<file path="src/rtl/spi_slave_reg_ctrl.sv">
// spi_slave_reg_ctrl
// Protocol sequencer between the byte-level SPI slave datapath and the
// peripheral register bus. A frame is one command byte followed by data
// bytes. Each data byte is handled at an auto-incrementing address.
//
// Command byte: bit[DATA_WIDTH-1] = R/nW (1 = read), bits[ADDR_WIDTH-1:0] = start
// address. A command of all ones clears the sticky err flag. The rest of
// that frame is then ignored.
//
// Ports
//   Clk, Rst_n        system clock, asynchronous active-low reset
//   ss_n              slave select, already synchronised to Clk (1 = deselected)
//   rx_valid/rx_data  received byte strobe and data from the datapath
//   tx_data/tx_load   next byte to shift out, and a one-cycle latch strobe
//   reg_*             register bus request/response
//   busy              state is not IDLE
//   err               sticky error flag (timeout or overrun)
//   frame_done        one-cycle pulse when a frame has fully retired
//   dbg_state         current FSM state encoding, for observation
//
// Bus handshake: reg_req rises together with a stable reg_we/reg_addr/reg_wdata.
// These signals hold until the cycle after the one-cycle reg_ack pulse, or
// until the timeout fires. The request then drops for at least one cycle
// before the next transaction.
module spi_slave_reg_ctrl #(
  parameter int DATA_WIDTH  = 8,
  parameter int ADDR_WIDTH  = 7,
  parameter int ACK_TIMEOUT = 15
) (
  input  logic                  Clk,
  input  logic                  Rst_n,
  input  logic                  ss_n,
  input  logic                  rx_valid,
  input  logic [DATA_WIDTH-1:0] rx_data,
  output logic [DATA_WIDTH-1:0] tx_data,
  output logic                  tx_load,
  output logic                  reg_req,
  output logic                  reg_we,
  output logic [ADDR_WIDTH-1:0] reg_addr,
  output logic [DATA_WIDTH-1:0] reg_wdata,
  input  logic [DATA_WIDTH-1:0] reg_rdata,
  input  logic                  reg_ack,
  output logic                  busy,
  output logic                  err,
  output logic                  frame_done,
  output logic [2:0]            dbg_state
);

  typedef enum logic [2:0] {
    S_IDLE      = 3'd0,
    S_CMD       = 3'd1,
    S_RD_WAIT   = 3'd2,
    S_RD_STREAM = 3'd3,
    S_WR_STREAM = 3'd4,
    S_WR_WAIT   = 3'd5,
    S_DRAIN     = 3'd6
  } state_t;

  localparam logic [DATA_WIDTH-1:0] ALL_ONES = '1;
  localparam logic [7:0]            TMO_LAST = 8'(ACK_TIMEOUT - 1);

  state_t                state;
  logic                  ss_q;
  logic                  ignore_q;   // rest of frame discarded after a clear command
  logic [7:0]            tmo_cnt;
  logic [ADDR_WIDTH-1:0] addr_q;
  logic                  tmo_hit;

  // The counter starts at 0 on the first cycle of the request. The request is
  // therefore held for exactly ACK_TIMEOUT cycles before it is abandoned.
  assign tmo_hit   = (tmo_cnt == TMO_LAST);
  assign reg_addr  = addr_q;
  assign busy      = (state != S_IDLE);
  assign dbg_state = state;

  always_ff @(posedge Clk or negedge Rst_n) begin
    if (!Rst_n) begin
      state      <= S_IDLE;
      ss_q       <= 1'b1;
      ignore_q   <= 1'b0;
      tmo_cnt    <= '0;
      addr_q     <= '0;
      tx_data    <= '0;
      tx_load    <= 1'b0;
      reg_req    <= 1'b0;
      reg_we     <= 1'b0;
      reg_wdata  <= '0;
      err        <= 1'b0;
      frame_done <= 1'b0;
    end else begin
      ss_q       <= ss_n;
      tx_load    <= 1'b0;
      frame_done <= 1'b0;
      case (state)
        S_IDLE: begin
          if (ss_q && !ss_n) begin
            // Status byte shifted out while the command byte comes in.
            tx_data  <= {{(DATA_WIDTH-2){1'b0}}, err, 1'b1};
            tx_load  <= 1'b1;
            ignore_q <= 1'b0;
            state    <= S_CMD;
          end
        end
        S_CMD: begin
          // A byte that arrives together with ss_n high is still processed.
          // The following state then sees ss_n high and ends the frame.
          if (rx_valid) begin
            if (rx_data == ALL_ONES) begin
              err      <= 1'b0;
              ignore_q <= 1'b1;
              state    <= S_WR_STREAM;
            end else begin
              addr_q <= rx_data[ADDR_WIDTH-1:0];
              if (rx_data[DATA_WIDTH-1]) begin
                reg_req <= 1'b1;
                reg_we  <= 1'b0;
                tmo_cnt <= '0;
                state   <= S_RD_WAIT;
              end else begin
                state <= S_WR_STREAM;
              end
            end
          end else if (ss_n) begin
            frame_done <= 1'b1;
            state      <= S_IDLE;
          end
        end
        S_RD_STREAM: begin
          // The incoming byte is a dummy. It only paces the next read.
          if (rx_valid) begin
            addr_q  <= addr_q + 1'b1;
            reg_req <= 1'b1;
            reg_we  <= 1'b0;
            tmo_cnt <= '0;
            state   <= S_RD_WAIT;
          end else if (ss_n) begin
            frame_done <= 1'b1;
            state      <= S_IDLE;
          end
        end
        S_WR_STREAM: begin
          if (rx_valid && !ignore_q) begin
            reg_wdata <= rx_data;
            reg_req   <= 1'b1;
            reg_we    <= 1'b1;
            tmo_cnt   <= '0;
            state     <= S_WR_WAIT;
          end else if (ss_n) begin
            frame_done <= 1'b1;
            state      <= S_IDLE;
          end
        end
        S_RD_WAIT, S_WR_WAIT, S_DRAIN: begin
          if (reg_ack || tmo_hit) begin
            reg_req <= 1'b0;
            tmo_cnt <= '0;
            if (!reg_ack) err <= 1'b1;
            if (reg_we) begin
              addr_q <= addr_q + 1'b1;
            end else begin
              // A read that timed out returns all ones to the master.
              tx_data <= reg_ack ? reg_rdata : ALL_ONES;
              tx_load <= 1'b1;
            end
            if (state == S_DRAIN || ss_n) begin
              frame_done <= 1'b1;
              state      <= S_IDLE;
            end else begin
              state <= reg_we ? S_WR_STREAM : S_RD_STREAM;
            end
          end else begin
            tmo_cnt <= tmo_cnt + 8'd1;
            if (ss_n) state <= S_DRAIN;
          end
          // A byte that arrives while a transaction is outstanding is an
          // overrun. The byte is dropped.
          if (rx_valid && state != S_DRAIN) err <= 1'b1;
        end
        default: state <= S_IDLE;
      endcase
    end
  end

endmodule
</file>
<file path="config.mk">
export PLATFORM = sky130hd
export DESIGN_NAME = spi_slave_reg_ctrl
export DESIGN_NICKNAME = d
export VERILOG_FILES = /design/src/rtl/spi_slave_reg_ctrl.sv
export SDC_FILE = /design/constraint.sdc
export NUM_CORES = 1
export LEC_CHECK = 0
export CORE_UTILIZATION = 50
export CTS_CLUSTER_SIZE = 28
export DETAILED_ROUTE_END_ITERATION = 10
export GPL_TIMING_DRIVEN = 0
export MAX_ROUTING_LAYER = met4
export PLACE_DENSITY_LB_ADDON = 0.3
export SLEW_MARGIN = 10
export SYNTH_ARGS = -nofsm -noshare
export SYNTH_HDL_FRONTEND = slang
export SYNTH_SLANG_ARGS = --single-unit
</file>
<file path="constraint.sdc">
create_clock -name Clk -period 1.9 [get_ports Clk]
set_input_delay 0.285 -clock Clk [delete_from_list [all_inputs] [get_ports Clk]]
set_output_delay 0.285 -clock Clk [all_outputs]
set_load 0.03 [all_outputs]
</file>
# Word-level counts from Yosys, hierarchy flattened
# Cells that the tools add are included.
[op_classes]
addsub = 2
n_eq_ne = 22
n_mux = 62
n_reduce_logical = 26
[ops]
columns = ["cell", "n"]
rows = [
  ["$mux W8", 10],
  ["$mux W7", 5],
  ["$mux W3", 11],
  ["$pmux W8 S4", 1],
  ["$mux W1", 26],
  ["$pmux W7 S3", 1],
  ["$ne A2 B2 Y1 const B", 10],
  ["$reduce_and A6 Y1", 3],
  ["$pmux W8 S2", 1],
  ["$pmux W3 S5", 1],
  ["$ne A3 B3 Y1 const B", 4],
  ["$eq A3 B3 Y1 const B", 3],
  ["$reduce_bool A3 Y1", 3],
  ["$add A8 B1 Y8 const B", 1],
  ["$eq A8 B4 Y1 const B", 1],
  ["$eq A8 B8 Y1 const B", 1],
  ["$reduce_and A4 Y1", 2],
  ["$add A7 B1 Y7 const B", 1],
  ["$reduce_and A7 Y1", 1],
  ["$eq A3 B2 Y1 const B", 2],
  ["$pmux W1 S2", 3],
  ["$pmux W1 S3", 2],
  ["$reduce_bool A2 Y1", 3],
  ["$reduce_and A5 Y1", 1],
  ["10 further kinds", 15],
]
[totals]
register_bits = 41
wordCells = 124

# Longest topological paths before layout
[logic_depth]
ltp_word = 5
depth_mapped = 8

# Least setup slack after synthesis
# Ideal clock, no wire load.
[synth_timing]
path_kind = "reg-to-reg"
from = "reg state[2] (netlist: dbg_state[2])"
to = "reg reg_wdata[7]"
setup_time_ns = 0.125
arrival_ns = 1.585
slack_ns = 0.190
stages_incl_launch_ff = 6
period_less_slack_ns = 1.710
cell_sequence = "dfrtp_1 > buf_6 > nand3b_1 > nor3_1 > buf_2 > mux2_2"
[synth_between]
elab_chain_len = 2
[synth_rtl]
columns = ["item", "line_no", "rtl"]
rows = [
  ["start, declared", "62", "state_t state;"],
  ["start signal, assigned", "169", "state <= reg_we ? S_WR_STREAM : S_RD_STREAM;"],
  ["$eq A3 B3 Y1", "94", "case (state)"],
  ["$reduce_and A2 Y1 (no source line)", "-", ""],
  ["end signal, assigned", "143", "reg_wdata <= rx_data;"],
  ["end, declared", "40", "output logic [DATA_WIDTH-1:0] reg_wdata,"],
]
# No other way between the ends.
# A chain may end at the register's enable or synchronous reset.

# Final worst setup path
[layout_timing]
from = "reg tmo_cnt[0]"
to = "reg tx_data[5]"
[layout_between]
elab_chain_len = 4
[layout_rtl]
columns = ["item", "line_no", "rtl"]
rows = [
  ["start, declared", "65", "logic [7:0] tmo_cnt;"],
  ["start signal, assigned", "172", "tmo_cnt <= tmo_cnt + 8'd1;"],
  ["$eq A8 B4 Y1", "71", "assign tmo_hit = (tmo_cnt == TMO_LAST);"],
  ["$logic_or A1 B1 Y1", "154", "if (reg_ack || tmo_hit) begin"],
  ["$ne A2 B2 Y1 (no source line)", "-", ""],
  ["$reduce_and A4 Y1 (no source line)", "-", ""],
  ["end signal, assigned", "98", "tx_data <= {{(DATA_WIDTH-2){1'b0}}, err, 1'b1};"],
  ["end signal, assigned", "162", "tx_data <= reg_ack ? reg_rdata : ALL_ONES;"],
  ["end, declared", "35", "output logic [DATA_WIDTH-1:0] tx_data,"],
]
# No other way between the ends.

==> flow_summary.yaml <==
power_and_ir_drop:
  power_density_nw_per_um2: 1710
  p_comb_frac: 0.582
  power_switching_mw: 2.36
  netSwitchingFraction: 0.447
  p_leak_nw: 1.29
  vdd_drop_max_v: 0.00109
  intPower_mw: 2.91
  p_clk_frac: 0.140
  seq_power_share: 0.279
route:
  viasPerCell: 5.85
  num_vias: 2049
  drt_first_iter_violations: 124
  wirelength_um: 5410
  wire_per_inst_um: 15.4
  drcViolationCount: 0
  ant_nets: 0
  first_pass_iters: 4
sta:
  setup_viol: 0
  slew_viol_final: 0
  fin_crit_sh: 0.945
  rsz0062_at_grt: "false"
  fin_skew_ns: 0.00633
  finalHoldViolCount: 0
  fmax_mhz: 557
  setup_tns_ns: 0
  worstMarginPinSlew_ns: 0.528
  period_minus_slack_ns: 1.79
  relSlewSlack: 0.648
cells_and_area:
  area_delta_synth_final_pct: 32.5
  final_area_um2: 3090
  drive_gt1_frac: 0.168
  final_common_cell: "clkdlybuf4s50_1"
  fin_util: 0.699
  diodes: 0
  nets: 321
  layout_common_cells: "49 x clkdlybuf4s50_1, 40 x dfrtp_1, 23 x nand2_1, 23 x o21ai_1, 15 x a21oi_1"
clocking:
  cts_num_sinks: 41
  cts_tree: "built"
  clk_pin_slew_ns: 0.08
  clk_path_buf_depth: 2
  numCtsBuffers: 5
  root_buffer: "clkbuf_8"
  clock_latency_ns: 0.30
  cts_max_level: 2
critical_path:
  end_kind: "flop"
  crit_arrival_ns: 1.98
  startpoint: "tmo_cnt[0]"
  cp-start-kind: "flop"
  required_ns: 2.08
  worstPathMaxFanout: 10
  crit_type: "flop to flop"
  timing.rr.start: "tmo_cnt[0]"
global_route:
  grt_max_degree: 25
  antenna_found_initial: 0
  grt_pass1_vias: 1871
  grtUsageTotal: 0.237
  grt.overflow.total: 0
  grt_pass1_wl_um: 8910
logic_synthesis:
  async_reset_ff_frac: 1.00
  ys_seq_area_frac: 0.441
  synth_area_leaders: "dfrtp_1 43%, o21ai_1 4.9%, nand2_1 3.9%"
  ys_warn_count: 0
  syn_area_per_cell_um2: 9.82
  syn_nets: 261
  synth_area_um2: 2330
  synth_seq_cells: 41
  synth_edf_count: 0
  syn_inst: 237
  synthFlopType: "dfrtp_1"
  yosysUniqueCellTypes: 61
  synth_area_leader_cell: "dfrtp_1"
  synth_top_area_frac: 0.430
die:
  core_um2: 4410
  num_io_pins: 53
  rows: 24
  die_area_um2: 4930
  initial_utilization: 0.527
  fp.dieH_um: 70.2
  dieWidth_um: 70.2
place:
  post-dp-hpwl_um: 3990
  port-buffer-count: 51
  gp_congestion: 0.888
  placed_cell_area_um2: 2930
outcome:
  status: "finished clean"
run:
  max_cap_violations: 0
min_path:
  hold_class: "input port to flop"
  hp-start: "rx_valid"
-- final timing paths --
check                           depth (start not counted)           end  slack, ns
worst max-delay path                                    8    tx_data[5]       0.11
max in group asynchronous                               3  dbg_state[1]       0.97
worst max register to register                          8    tx_data[5]       0.11
min in group asynchronous                               2    tmo_cnt[2]       0.46
worst min register to register                          2    tx_data[6]       0.49
worst min-delay path                                    3           err       0.36
-- metal layers --
layer  share of wire  vias up  GRT usage
met4           0.013        0     0.0844
li1                -      992          -
met5               0        -          -
met1            0.47      996      0.311
met3           0.044       10     0.0519
met2            0.48       51      0.361
-- cell usage after synthesis, types with 3 or more instances --
master	instances
mux2i_1	3
buf_6	3
nor2b_1	3
nand3_1	5
nor3_1	9
mux2_1	6
a21oi_1	15
ha_1	3
buf_2	3
dfrtp_1	40
and3_1	6
nand3b_1	3
nand2_1	24
nand2b_1	3
inv_1	8
o21ai_1	23
or3_1	3
a21oi_2	3
o21ai_0	14
inv_2	3
o21ai_2	3
a21o_1	3
nor2_1	5
-- critical path, cell delays in order, from the launching register on --
cell and delay, ns:
dfrtp_1 0.42, inv_1 0.07, ha_1 0.14, and4b_4 0.28
a21oi_4 0.09, o31a_4 0.40, buf_6 0.16, nand2_1 0.06
o21ai_1 0.06
-- power by group through the flow --
| stage | logic, mW | clock network, mW | registers (mW) |
|---|---|---|---|
| final | 3.07 | 0.736 | 1.47 |
| after global routing | 3.28 | 0.776 | 1.52 |
| after CTS | 3.04 | 0.751 | 1.47 |
| after detailed placement | 3.02 | 0 | 1.48 |
| after global placement | 2.99 | 0 | 1.47 |
| after floorplan | 1.43 | 0 | 2.04 |
-- state kept, by name, indices dropped and copies added, names as in the netlist --
| name | count |
|---|---|
| err | 1 |
| tx_data | 8 |
| reg_wdata | 8 |
| dbg_state | 3 |
| frame_done | 1 |
| tmo_cnt | 8 |
| reg_we | 1 |
| ignore_q | 1 |
| ss_q | 1 |
| reg_addr | 7 |
| reg_req | 1 |
| tx_load | 1 |
-- cell families after synthesis --
group | Yosys count | synth area share
compound gates | 83 | 0.246
simple gates | 77 | 0.190
flops | 41 | 0.441
buf+inv | 21 | 0.0484
mux | 11 | 0.0516
fa+ha+maj | 3 | 0.0161
xor+xnor | 1 | 0.00699
-- per-stage QoR --
step | total power [mW] | hold slack (ns) | setup WS, ns | std cells
4_1_cts | 5.26 | 0.350 | 0.0250 | 350
6_report | 5.27 | 0.362 | 0.105 | 350
2_1_floorplan | 3.47 | -0.0106 | 0.190 | 237
5_1_grt | 5.58 | 0.371 | 0.0336 | 350
3_5_place_dp | 4.51 | 0.258 | -0.106 | 341
3_3_place_gp | 4.46 | 0.462 | -0.493 | 340
-- area by class of cell --
type / instances / area [um2]
Clock buffer: 7 / 86.3
Timing Repair Buffer: 53 / 538
Fill cell: 343 / 1330
Tap cell: 52 / 65.1
Buffer: 10 / 71.3
Sequential cell: 41 / 1030
Inverter: 11 / 41.3
Multi-Input combinational cell: 175 / 1230
Clock inverter: 1 / 30.0
-- what timing repair did --
item	in CTS	in global routing
pin swaps	0	1
cloned	0	0
setup buffers	0	0
hold buffers	1	0
hold endpoints to repair	16	0
resized for setup	3	7
setup endpoints to repair	4	12
No activity file was read; power rests on OpenSTA's default activity.
